`src/rtl/bru_ctrl.sv`:
```
// Branch resolution controller: sequences the shared BRU comparator for one
// control-transfer op, resolves outcome/target, holds redirects until acked.
module bru_ctrl #(
   parameter int CNT_W = 32
) (
   input  logic             clk,
   input  logic             rst,
   input  logic             brc_i_valid,
   output logic             brc_o_ready,
   input  logic [1:0]       brc_i_op,
   input  logic [2:0]       brc_i_funct3,
   input  logic [31:0]      brc_i_pc,
   input  logic [31:0]      brc_i_rs1,
   input  logic [31:0]      brc_i_rs2,
   input  logic [31:0]      brc_i_imm,
   input  logic             brc_i_pred_taken,
   input  logic             brc_i_kill,
   output logic [31:0]      brc_o_bru_a,
   output logic [31:0]      brc_o_bru_b,
   output logic             brc_o_bru_un,
   input  logic             brc_i_bru_eq,
   input  logic             brc_i_bru_lt,
   output logic             brc_o_redirect,
   output logic [31:0]      brc_o_redirect_pc,
   input  logic             brc_i_redirect_ack,
   output logic             brc_o_done,
   output logic             brc_o_taken,
   output logic             brc_o_illegal,
   output logic             brc_o_misalign,
   output logic [31:0]      brc_o_link_pc,
   output logic [CNT_W-1:0] brc_o_cnt_branch,
   output logic [CNT_W-1:0] brc_o_cnt_mispred
);

   typedef enum logic [1:0] {IDLE, EVAL, REDIRECT} state_t;

   state_t            state_q, state_d;
   logic [1:0]        op_q, op_d;
   logic [2:0]        f3_q, f3_d;
   logic [31:0]       pc_q, pc_d, rs1_q, rs1_d, rs2_q, rs2_d, imm_q, imm_d;
   logic              pred_q, pred_d;
   logic [31:0]       rpc_q, rpc_d;
   logic              taken_q, taken_d;
   logic [CNT_W-1:0]  cnt_br_q, cnt_br_d, cnt_mp_q, cnt_mp_d;

   logic              is_br, is_jalr, legal, br_cond, ev_taken, ev_misalign, ev_mispred;
   logic              in_eval, in_redir;
   logic [31:0]       jalr_sum, target, seq_pc, next_pc;

   always_comb begin
      is_br       = (op_q == 2'b00);
      is_jalr     = (op_q == 2'b10);
      legal       = (op_q != 2'b11) && !(is_br && f3_q[2:1] == 2'b01);
      br_cond     = (f3_q[2] ? brc_i_bru_lt : brc_i_bru_eq) ^ f3_q[0];
      ev_taken    = legal && (is_br ? br_cond : 1'b1);
      jalr_sum    = rs1_q + imm_q;
      target      = is_jalr ? {jalr_sum[31:1], 1'b0} : pc_q + imm_q;
      seq_pc      = pc_q + 32'd4;
      next_pc     = ev_taken ? target : seq_pc;
      ev_misalign = ev_taken && next_pc[1];
      // Illegal and misaligned ops never redirect; JALR always does.
      ev_mispred  = legal && !ev_misalign && (is_jalr || (ev_taken != pred_q));
      in_eval     = (state_q == EVAL);
      in_redir    = (state_q == REDIRECT);
   end

   assign brc_o_ready       = (state_q == IDLE) && !rst;
   assign brc_o_bru_a       = rs1_q;
   assign brc_o_bru_b       = rs2_q;
   assign brc_o_bru_un      = f3_q[1];
   assign brc_o_redirect    = (in_eval && ev_mispred) || in_redir;
   assign brc_o_redirect_pc = in_redir ? rpc_q : ((in_eval && ev_mispred) ? next_pc : 32'd0);
   assign brc_o_done        = !brc_i_kill &&
                              ((in_eval && (!ev_mispred || brc_i_redirect_ack)) ||
                               (in_redir && brc_i_redirect_ack));
   assign brc_o_taken       = brc_o_done && (in_redir ? taken_q : ev_taken);
   assign brc_o_illegal     = brc_o_done && in_eval && !legal;
   assign brc_o_misalign    = brc_o_done && in_eval && ev_misalign;
   assign brc_o_link_pc     = brc_o_done ? seq_pc : 32'd0;
   assign brc_o_cnt_branch  = cnt_br_q;
   assign brc_o_cnt_mispred = cnt_mp_q;

   always_comb begin
      state_d  = state_q;
      op_d     = op_q;
      f3_d     = f3_q;
      pc_d     = pc_q;
      rs1_d    = rs1_q;
      rs2_d    = rs2_q;
      imm_d    = imm_q;
      pred_d   = pred_q;
      rpc_d    = rpc_q;
      taken_d  = taken_q;
      cnt_br_d = cnt_br_q;
      cnt_mp_d = cnt_mp_q;
      case (state_q)
         IDLE: begin
            if (brc_i_valid && !brc_i_kill) begin
               op_d    = brc_i_op;
               f3_d    = brc_i_funct3;
               pc_d    = brc_i_pc;
               rs1_d   = brc_i_rs1;
               rs2_d   = brc_i_rs2;
               imm_d   = brc_i_imm;
               pred_d  = brc_i_pred_taken;
               state_d = EVAL;
            end
         end
         EVAL: begin
            if (brc_i_kill || brc_o_done) begin
               state_d = IDLE;
            end else begin
               // Freeze the redirect target so it stays stable while held.
               rpc_d   = next_pc;
               taken_d = ev_taken;
               state_d = REDIRECT;
            end
         end
         REDIRECT: begin
            if (brc_i_kill || brc_i_redirect_ack) state_d = IDLE;
         end
         default: state_d = IDLE;
      endcase
      if (brc_o_done) begin
         if (in_redir || legal) cnt_br_d = cnt_br_q + CNT_W'(1);
         if (brc_o_redirect)    cnt_mp_d = cnt_mp_q + CNT_W'(1);
      end
   end

   always_ff @(posedge clk or posedge rst) begin
      if (rst) begin
         state_q  <= IDLE;
         op_q     <= 2'b00;
         f3_q     <= 3'b000;
         pc_q     <= 32'd0;
         rs1_q    <= 32'd0;
         rs2_q    <= 32'd0;
         imm_q    <= 32'd0;
         pred_q   <= 1'b0;
         rpc_q    <= 32'd0;
         taken_q  <= 1'b0;
         cnt_br_q <= '0;
         cnt_mp_q <= '0;
      end else begin
         state_q  <= state_d;
         op_q     <= op_d;
         f3_q     <= f3_d;
         pc_q     <= pc_d;
         rs1_q    <= rs1_d;
         rs2_q    <= rs2_d;
         imm_q    <= imm_d;
         pred_q   <= pred_d;
         rpc_q    <= rpc_d;
         taken_q  <= taken_d;
         cnt_br_q <= cnt_br_d;
         cnt_mp_q <= cnt_mp_d;
      end
   end

endmodule

```
`config.mk`:
```
export PLATFORM = sky130hd
export DESIGN_NAME = bru_ctrl
export DESIGN_NICKNAME = d
export VERILOG_FILES = /design/src/rtl/bru_ctrl.sv
export SDC_FILE = /design/constraint.sdc
export NUM_CORES = 1
export LEC_CHECK = 0
export ABC_AREA = 0
export CORE_ASPECT_RATIO = 1.4
export CORE_MARGIN = 5
export CORE_UTILIZATION = 30
export CTS_BUF_LIST = sky130_fd_sc_hd__clkbuf_4 sky130_fd_sc_hd__clkbuf_8
export DETAILED_ROUTE_END_ITERATION = 10
export GPL_ROUTABILITY_DRIVEN = 1
export PLACE_DENSITY = 0.57
export SLEW_MARGIN = 0
export SYNTH_ARGS = -nofsm -noshare
export SYNTH_HDL_FRONTEND = slang
export SYNTH_SLANG_ARGS = --single-unit
```
`constraint.sdc`:
```
create_clock -name clk -period 20.8 [get_ports clk]
set_input_delay 2.08 -clock clk [delete_from_list [all_inputs] [get_ports clk]]
set_output_delay 2.08 -clock clk [all_outputs]
set_load 0.01 [all_outputs]
```
=== Word level (Yosys, flattened, before mapping) ===
Cells that the tools add are included.

* $mul: 0
* Shift operators: 0
* Bitwise gates (word level): 2
* Reductions and logical operators: 36
* Multiplexer cells: 12
* Add/sub/neg operators: 5
* $lt $le $gt $ge: 0
* Equality and inequality tests: 8
* Divide/modulo/power cells: 0

{| class="wikitable"
|+ Operators with widths
! operator !! number
|-
| $mux 32 || 5
|-
| $add 32x1->32 const B || 2
|-
| $add 32x32->32 || 2
|-
| $add 32x3->32 const B || 1
|-
| $logic_and 1x1->1 || 16
|-
| $reduce_and 2->1 || 5
|-
| $logic_or 1x1->1 || 7
|-
| $logic_not 1->1 || 6
|-
| $mux 2 || 3
|-
| $pmux 2 s3 || 1
|-
| $eq 2x1->1 const B || 2
|-
| $eq 2x2->1 const B || 2
|-
| $logic_not 2->1 || 2
|-
| $ne 2x1->1 const B || 2
|-
| $mux 1 || 3
|-
| $ne 2x2->1 const B || 1
|-
| $ne 1x1->1 || 1
|-
| $not 1->1 || 1
|-
| $xor 1x1->1 || 1
|}

* Latch bits: 0
* Word-level logic and storage cells: 75
* Bits in writable memories: 0
* Bits of input ports: 141
* ROM bits: 0
* Register bits: 233
* Output and inout bits: 199
* Memories: 0

=== Depth between registers and ports, before layout ===
Gate-level depths: netlist of the first run.

* Depth in word-level cells: 18
* Gate-level depth with buffers: 14
* Depth with buffers taken out: 12

=== Worst setup path after synthesis of the first run ===
OpenSTA, ideal clock, no wires.

* Path kind: in2out
* Start point: in brc_i_bru_lt
* End point: out brc_o_redirect_pc[3]
* Path slack: 14.978 ns
* Data required time: 18.720 ns
* Arrival: 3.742 ns
* Stages: 8
* Path through: mux2i_1 xor2_1 a21o_1 buf_2 clkbuf_1 clkbuf_1 a21oi_1 o21ai_0

* Word-level cells in the longest chain between the ends: 12

{| class="wikitable"
|+ Ends and longest elaborated chain
! element !! RTL line !! text
|-
| start: declaration || 22 || <nowiki>input logic brc_i_bru_lt,</nowiki>
|-
| $mux 1 (*) || 54 || <nowiki>br_cond = (f3_q[2] ? brc_i_bru_lt : brc_i_bru_eq) ^ f3_q[0];</nowiki>
|-
| $xor 1x1->1 (*) || 54 ||
|-
| $mux 1 (*) || 55 || <nowiki>ev_taken = legal && (is_br ? br_cond : 1'b1);</nowiki>
|-
| $logic_and 1x1->1 (*) || 55 ||
|-
| $mux 32 || 59 || <nowiki>next_pc = ev_taken ? target : seq_pc;</nowiki>
|-
| $logic_and 1x1->1 || 60 || <nowiki>ev_misalign = ev_taken && next_pc[1];</nowiki>
|-
| $logic_not 1->1 || 62 || <nowiki>ev_mispred = legal && !ev_misalign && (is_jalr || (ev_taken != pred_q));</nowiki>
|-
| $logic_and 1x1->1 (2 in a row) || 62 ||
|-
| $logic_and 1x1->1 || 72 || <nowiki>assign brc_o_redirect_pc = in_redir ? rpc_q : ((in_eval && ev_mispred) ? next_pc : 32'd0);</nowiki>
|-
| $mux 32 (*) (2 in a row) || 72 ||
|-
| end: declaration || 24 || <nowiki>output logic [31:0] brc_o_redirect_pc,</nowiki>
|}

Mark *: on every way between the ends. The rest lies on a longest branch, timed or not.

=== Worst setup path after layout of the first run ===
* Start point: in brc_i_bru_lt
* End point: out brc_o_redirect_pc[25]

The elaborated chain is that of the path after synthesis.

==> run_results.csv, run 1 <==
group,metric,value,unit
worst_setup_path,arrival,5.40,ns
global_route,grt_first_pass_wirelength,78.98,mm
final_layout,fin_cells,2440,
sta,fin_crit_sh,0.3597,
detailed_routing,via_count,12520,
global_route,antenna_found_initial,1,
global_route,grt_max_degree,99,
clocking,hold_buffers,0,
synth,ys_types,73,
clocking,cts_buffers,43,
final_layout,drive_gt1_frac,0.1339,
flow_run,max_cap_viol_count,0,
power,ir_worst_vdd,0.00005529,V
worst_setup_path,cp_slowest_cell,"clkdlybuf4s50_1",
detailed_routing,drcViolationCount,0,
sta,hold_viol,0,
synth,synth_area,14180,µm²
clocking,clk_latency,0.60,ns
clocking,cts_num_sinks,233,
place,dp_cells,2364,
worst_setup_path,cp_max_fo,44,
clocking,root_buffer,"clkbuf_8",
sta,fin_crit,7.482,ns
worst_setup_path,critPathRequiredTime,18.72,ns
global_route,grt.overflow.total,0,
detailed_routing,first_iter_violations,733,
place,port_buffers,339,
synth,yosys_register_bits,233,
global_route,first_global_vias,13020,
synth,synth_area_leaders,"dfrtp_1 (41%), mux2_2 (11%), ha_1 (5.6%)",
die,fp.dieW,193.7,µm
die,io_pins,340,
die,die_area,51770,µm²
synth,ys_warn_count,0,
synth,synthCells,1457,
final_layout,nFillCells,4705,
sta,slew_headroom,0.2926,
synth,yosysTopAreaCellShare,0.4112,
power,finalPower,1.980,mW
synth,synthArstFlopShare,1.000,
power,pwr_density_cell,103.9,nW/µm²
sta,setup_viol,0,
sta,worstMarginPinSlew,1.061,ns
sta,holdWs,0.4631,ns
synth,synth_seq_area_share,0.4112,
place,gp_congestion,0.8919,
clocking,cts_htree_levels,2,
sta,fin_setup_tns,0,ns
detailed_routing,wl_per_cell,21.36,µm
clocking,tritoncts,"yes",
die,start_util,0.3021,
synth,synth-main-ff-cell,"dfrtp_1",
run_status,outcome,"complete, no violations",
synth,yosysTopAreaCell,"dfrtp_1",
sta,rsz0062_at_grt,"no",
clocking,cts_resized,0,
final_layout,syn_to_final_growth,34.45,%
worst_setup_path,worst_path_dominant_cell_family,"buffers and inverters",
sta,fmax,133.7,MHz
clocking,post_cts_buffers,0,
worst_setup_path,start_kind,"input pin",
synth,synth_nets,1664,
global_route,grt_usage,0.1942,
die,die_h,267.2,µm
die,core-area,46930,µm²
place,place_hpwl,40.37,mm
hold_path,hold_path_class,"flip-flop to flip-flop",
synth,synth_area_per_cell,9.731,µm²
sta,final_max_slew_viol_count,0,
final_layout,nNetsFinal,1992,
power,p_leak,7.869,nW
final_layout,mostFrequentLayoutCells,"clkdlybuf4s50_1 (339), dfrtp_1 (233), nand2_1 (167), mux2_2 (135), o21ai_0 (98)",
detailed_routing,ant_nets,0,
worst_setup_path,cp_num_buf_inv,3,
final_layout,post-route-util,0.4062,
synth,synth-edff-count,0,
die,row_count,94,
worst_setup_path,crit_chain,"clkdlybuf4s50_1, mux2i_1, xor2_1, a21o_1, buf_4, nor2_1, o311ai_0, o211ai_1, a21oi_1, o21ai_0, o21ai_0, clkdlybuf4s50_1",
final_layout,final_common_cell,"clkdlybuf4s50_1",
worst_setup_path,max_stage_delay,0.60,ns
detailed_routing,wl,52.11,mm
worst_setup_path,path_class,"input pin to output port",
detailed_routing,drt_first_pass_iters,5,
worst_setup_path,end_kind,"output port",
detailed_routing,via_per_inst,5.130,
clocking,clk_path_buf_depth,3,
clocking,clk_pin_slew_worst_paths,0.05,ns
sta,finClkSkew,0.02605,ns
-- layer usage --
| metal | up-vias | global-route usage | wire length, µm |
|---|---|---|---|
| met3 | 117 | 0.04517 | 3199 |
| met5 | - | 0 | 0 |
| li1 | 5921 | - | - |
| met2 | 396 | 0.3487 | 26380 |
| met4 | 0 | 0.08960 | 2553 |
| met1 | 6082 | 0.2189 | 19980 |
-- logic make-up (layout without fill, tap and decap cells) --
group / count (synthesis) / count (layout) / synth area share
AOI/OAI and AO/OA: 330 / 330 / 0.1461
xor gates and xnor gates: 142 / 142 / 0.08772
adders and majority gates: 66 / 66 / 0.05930
buffers and inverters: 82 / 440 / 0.02453
DFF: 233 / 233 / 0.4112
muxes: 141 / 141 / 0.1119
other: 0 / 1 / 0
and+or+nand+nor: 463 / 463 / 0.1592
-- sequential cells by signal, indices dropped and copies added (netlist names) --
| signal | cells |
|---|---|
| imm_q | 32 |
| brc_o_cnt_branch | 32 |
| rpc_q | 32 |
| pc_q | 32 |
| op_q | 2 |
| brc_o_cnt_mispred | 32 |
| pred_q | 1 |
| brc_o_bru_b | 32 |
| state_q | 2 |
| f3_q | 3 |
| brc_o_bru_a | 32 |
| taken_q | 1 |
-- cell usage after synthesis (3+ instances only) --
| library cell | instances |
|---|---|
| dfrtp_1 | 233 |
| nand2_1 | 167 |
| mux2_2 | 135 |
| o21ai_0 | 98 |
| nor2_1 | 93 |
| a21oi_1 | 88 |
| xnor2_1 | 86 |
| ha_1 | 64 |
| clkbuf_1 | 59 |
| xor2_1 | 56 |
| nand3_1 | 51 |
| and3_1 | 33 |
| nand4_1 | 33 |
| nor3_1 | 21 |
| a21o_1 | 17 |
| o211ai_1 | 17 |
| a31oi_1 | 16 |
| nor2b_1 | 15 |
| a22o_1 | 14 |
| nand2b_1 | 14 |
| inv_1 | 13 |
| and4_1 | 9 |
| o31ai_1 | 9 |
| o21a_1 | 8 |
| a211oi_1 | 7 |
| and2_1 | 6 |
| a211o_1 | 5 |
| a22oi_1 | 5 |
| buf_2 | 5 |
| a21boi_0 | 4 |
| buf_6 | 4 |
| mux2i_1 | 4 |
| o41ai_1 | 4 |
| a311oi_1 | 3 |
| a32oi_1 | 3 |
| nand3b_1 | 3 |
| o21bai_1 | 3 |
| o221ai_1 | 3 |
| or3_1 | 3 |
-- worst reg2reg max path, cell delays in order (launching register included) --
cell,delay (ns)
dfrtp_1,0.41
ha_1,0.39
nand4_1,0.24
a21oi_1,0.19
nor2b_1,0.09
o311ai_0,0.68
o211ai_1,0.33
o41ai_1,0.50
xor2_1,0.22
a211oi_1,0.43
o21ai_0,0.13
-- power by group --
part	total [mW]	switching, mW	internal [mW]
Clock	0.461	0.204	0.257
Sequential	0.626	0.0870	0.539
Combinational	0.894	0.516	0.378
-- layout make-up --
type	instances	area, µm²	share of cell area
multi-input cells	1142	8016	0.4205
flip-flops and latches	233	5831	0.3059
repair buffers	352	3491	0.1831
clock buffers	66	795.8	0.04174
well taps	624	780.7	0.04096
clock inverters	9	90.09	0.004726
inverters	13	56.30	0.002954
diodes	1	2.502	0.0001313
-- worst paths after layout --
kind	from	cells after the start	end	slack, ns
setup / recovery	brc_i_bru_lt	12	brc_o_redirect_pc[25]	13.32
hold / removal	brc_o_cnt_mispred[31]	1	brc_o_cnt_mispred[31]	0.46
setup reg to reg	imm_q[2]	10	rpc_q[29]	17.04
hold reg to reg	brc_o_cnt_mispred[31]	1	brc_o_cnt_mispred[31]	0.46
max in group asynchronous	rst	3	f3_q[0]	17.13
min in group asynchronous	rst	2	state_q[1]	2.12
-- per-stage QoR --
stage,setup slack [ns],instance area [µm²]
5_1_grt,13.01,19060
3_3_place_gp,13.28,18170
3_5_place_dp,13.29,18170
2_1_floorplan,12.33,14180
4_1_cts,13.29,19060
6_report,13.32,19060
Note: power is estimated with default switching activity, not from simulation.
==> run 2: changes to the inputs <==
clock period = 7.6 ns   (was 20.8 ns; I/O delays follow)
==> run 2 against run 1 <==
Combinational power rose to 2.7 times the previous value; total power rose to 2.7 times the previous value; non-clock buffer count fell by 2; global-route usage rose by 0.55 points; flip-flop and latch count did not move; clock skew rose by 0.014 ns; clock power rose to 2.8 times the previous value; sequential share of layout area barely moved; via count barely moved; first-iteration DRC count fell by 21%; sequential power rose to 2.7 times the previous value; highest routed layer unchanged.
==> run_results.csv, run 2 (same netlist as run 1, synthesis figures left out) <==
group,metric,value,unit
run_status,outcome,"complete, no violations",
power,pwr_density_cell,285.3,nW/µm²
detailed_routing,ant_nets,0,
final_layout,final_common_cell,"clkdlybuf4s50_1",
flow_run,max_cap_viol_count,0,
sta,worstMarginPinSlew,1.073,ns
global_route,grt_usage,0.1997,
sta,hold_viol,0,
place,gp_congestion,0.9537,
place,postPlaceCellArea,18170,µm²
die,io_pins,340,
clocking,post_cts_buffers,0,
die,die_area,51770,µm²
final_layout,post-route-util,0.4067,
worst_setup_path,path_class,"flip-flop to output port",
detailed_routing,drt_first_pass_iters,5,
global_route,busiest_layer,"met2",
clocking,root_buffer,"clkbuf_8",
final_layout,regArea,5831,µm²
clocking,hold_buffers,0,
clocking,tritoncts,"yes",
sta,finClkSkew,0.04027,ns
worst_setup_path,critPathRequiredTime,6.84,ns
worst_setup_path,end_kind,"output port",
sta,fin_crit,5.472,ns
detailed_routing,via_per_inst,5.128,
die,core-area,46930,µm²
clocking,clk_path_buf_depth,3,
detailed_routing,first_iter_violations,578,
global_route,first_global_vias,13010,
global_route,grt.overflow.total,0,
die,die_h,267.2,µm
clocking,cts_resized,0,
clocking,cts_buffers,43,
final_layout,mostFrequentLayoutCells,"clkdlybuf4s50_1 (339), dfrtp_1 (233), nand2_1 (167), mux2_2 (135), o21ai_0 (98)",
power,p_leak,7.874,nW
final_layout,nNetsFinal,1990,
final_layout,nFillCells,4687,
sta,final_max_slew_viol_count,0,
detailed_routing,wl_per_cell,21.78,µm
sta,rsz0062_at_grt,"no",
final_layout,drive_gt1_frac,0.1325,
clocking,clk_latency,0.61,ns
final_layout,syn_to_final_growth,34.62,%
clocking,cts_htree_levels,2,
sta,fmax,182.7,MHz
die,row_count,94,
final_layout,multi_input_area,8016,µm²
detailed_routing,drcViolationCount,0,
clocking,cts_num_sinks,233,
sta,setup_viol,0,
sta,fin_crit_sh,0.7200,
global_route,antenna_found_initial,3,
place,place_hpwl,40.46,mm
sta,slew_headroom,0.2756,
die,fp.dieW,193.7,µm
detailed_routing,wl,53.13,mm
detailed_routing,via_count,12510,
power,ir_worst_vdd,0.0002143,V
worst_setup_path,cp_max_fo,8,
global_route,grt_max_degree,141,
die,start_util,0.3021,
clocking,clk_pin_slew_worst_paths,0.06,ns
place,port_buffers,339,
worst_setup_path,arrival,4.71,ns
global_route,use_met2,0.3628,
global_route,gr-usage-met3,0.04706,
global_route,grt_first_pass_wirelength,81.15,mm
sta,fin_setup_tns,0,ns
global_route,met1_usage,0.2271,
final_layout,final_area,19090,µm²
hold_path,hold_path_class,"flip-flop to flip-flop",
worst_setup_path,start_kind,"flip-flop",
[run 2: path summary, 6_finish.rpt]
| path | slack, ns | startpoint | endpoint | cells after the start |
|---|---|---|---|---|
| min in group asynchronous | 0.73 | rst | state_q[0] | 2 |
| max in group asynchronous | 5.33 | rst | brc_o_cnt_mispred[6] | 3 |
| max | 2.13 | imm_q[0] | brc_o_redirect_pc[20] | 13 |
| min | 0.47 | brc_o_cnt_mispred[31] | brc_o_cnt_mispred[31] | 1 |
| max reg2reg | 3.88 | imm_q[0] | rpc_q[18] | 9 |
| min reg2reg | 0.47 | brc_o_cnt_mispred[31] | brc_o_cnt_mispred[31] | 1 |
[run 2: layout make-up]
cell class / instances / share of cell area
multi-input cells: 1142 / 0.4200
repair buffers: 350 / 0.1828
diodes: 3 / 0.0003933
clock buffers: 62 / 0.04012
flip-flops and latches: 233 / 0.3055
inverters: 13 / 0.002950
clock inverters: 12 / 0.007407
well taps: 624 / 0.04090
[run 2: metrics by stage]
stage	hold WS (ns)	cells	worst slack [ns]	total power [mW]
2_1_floorplan	0.4497	1457	0.4504	3.187
3_3_place_gp	0.4590	2362	2.630	4.159
3_5_place_dp	0.4559	2362	2.489	4.170
4_1_cts	0.4685	2436	2.092	5.522
5_1_grt	0.4946	2439	1.853	5.828
6_report	0.4674	2439	2.128	5.446
[run 2: routing by layer]
metal | wire, µm | part of all wire | vias up
met5 | 0 | 0 | -
met4 | 2160 | 0.041 | 0
met3 | 2982 | 0.056 | 95
met2 | 27590 | 0.52 | 385
met1 | 20400 | 0.38 | 6103
li1 | - | - | 5925
[run 2: worst max-delay path: stages (launching register included)]
cell and delay [ns]:
dfrtp_1 0.47, ha_1 0.22, inv_1 0.06, fa_1 0.41
nor2b_1 0.23, o31ai_1 0.14, nand2_1 0.14, a21boi_0 0.17
o21ai_1 0.61, a31oi_1 0.20, xnor2_1 0.16, o21ai_0 0.15
o31ai_1 0.48, clkdlybuf4s50_1 0.64
[run 2: power breakdown]
part           switching, mW  internal (mW)  total [mW]
clock                  0.573          0.722        1.30
sequential             0.234           1.47        1.71
combinational           1.41           1.04        2.44
total                   2.21           3.23        5.45
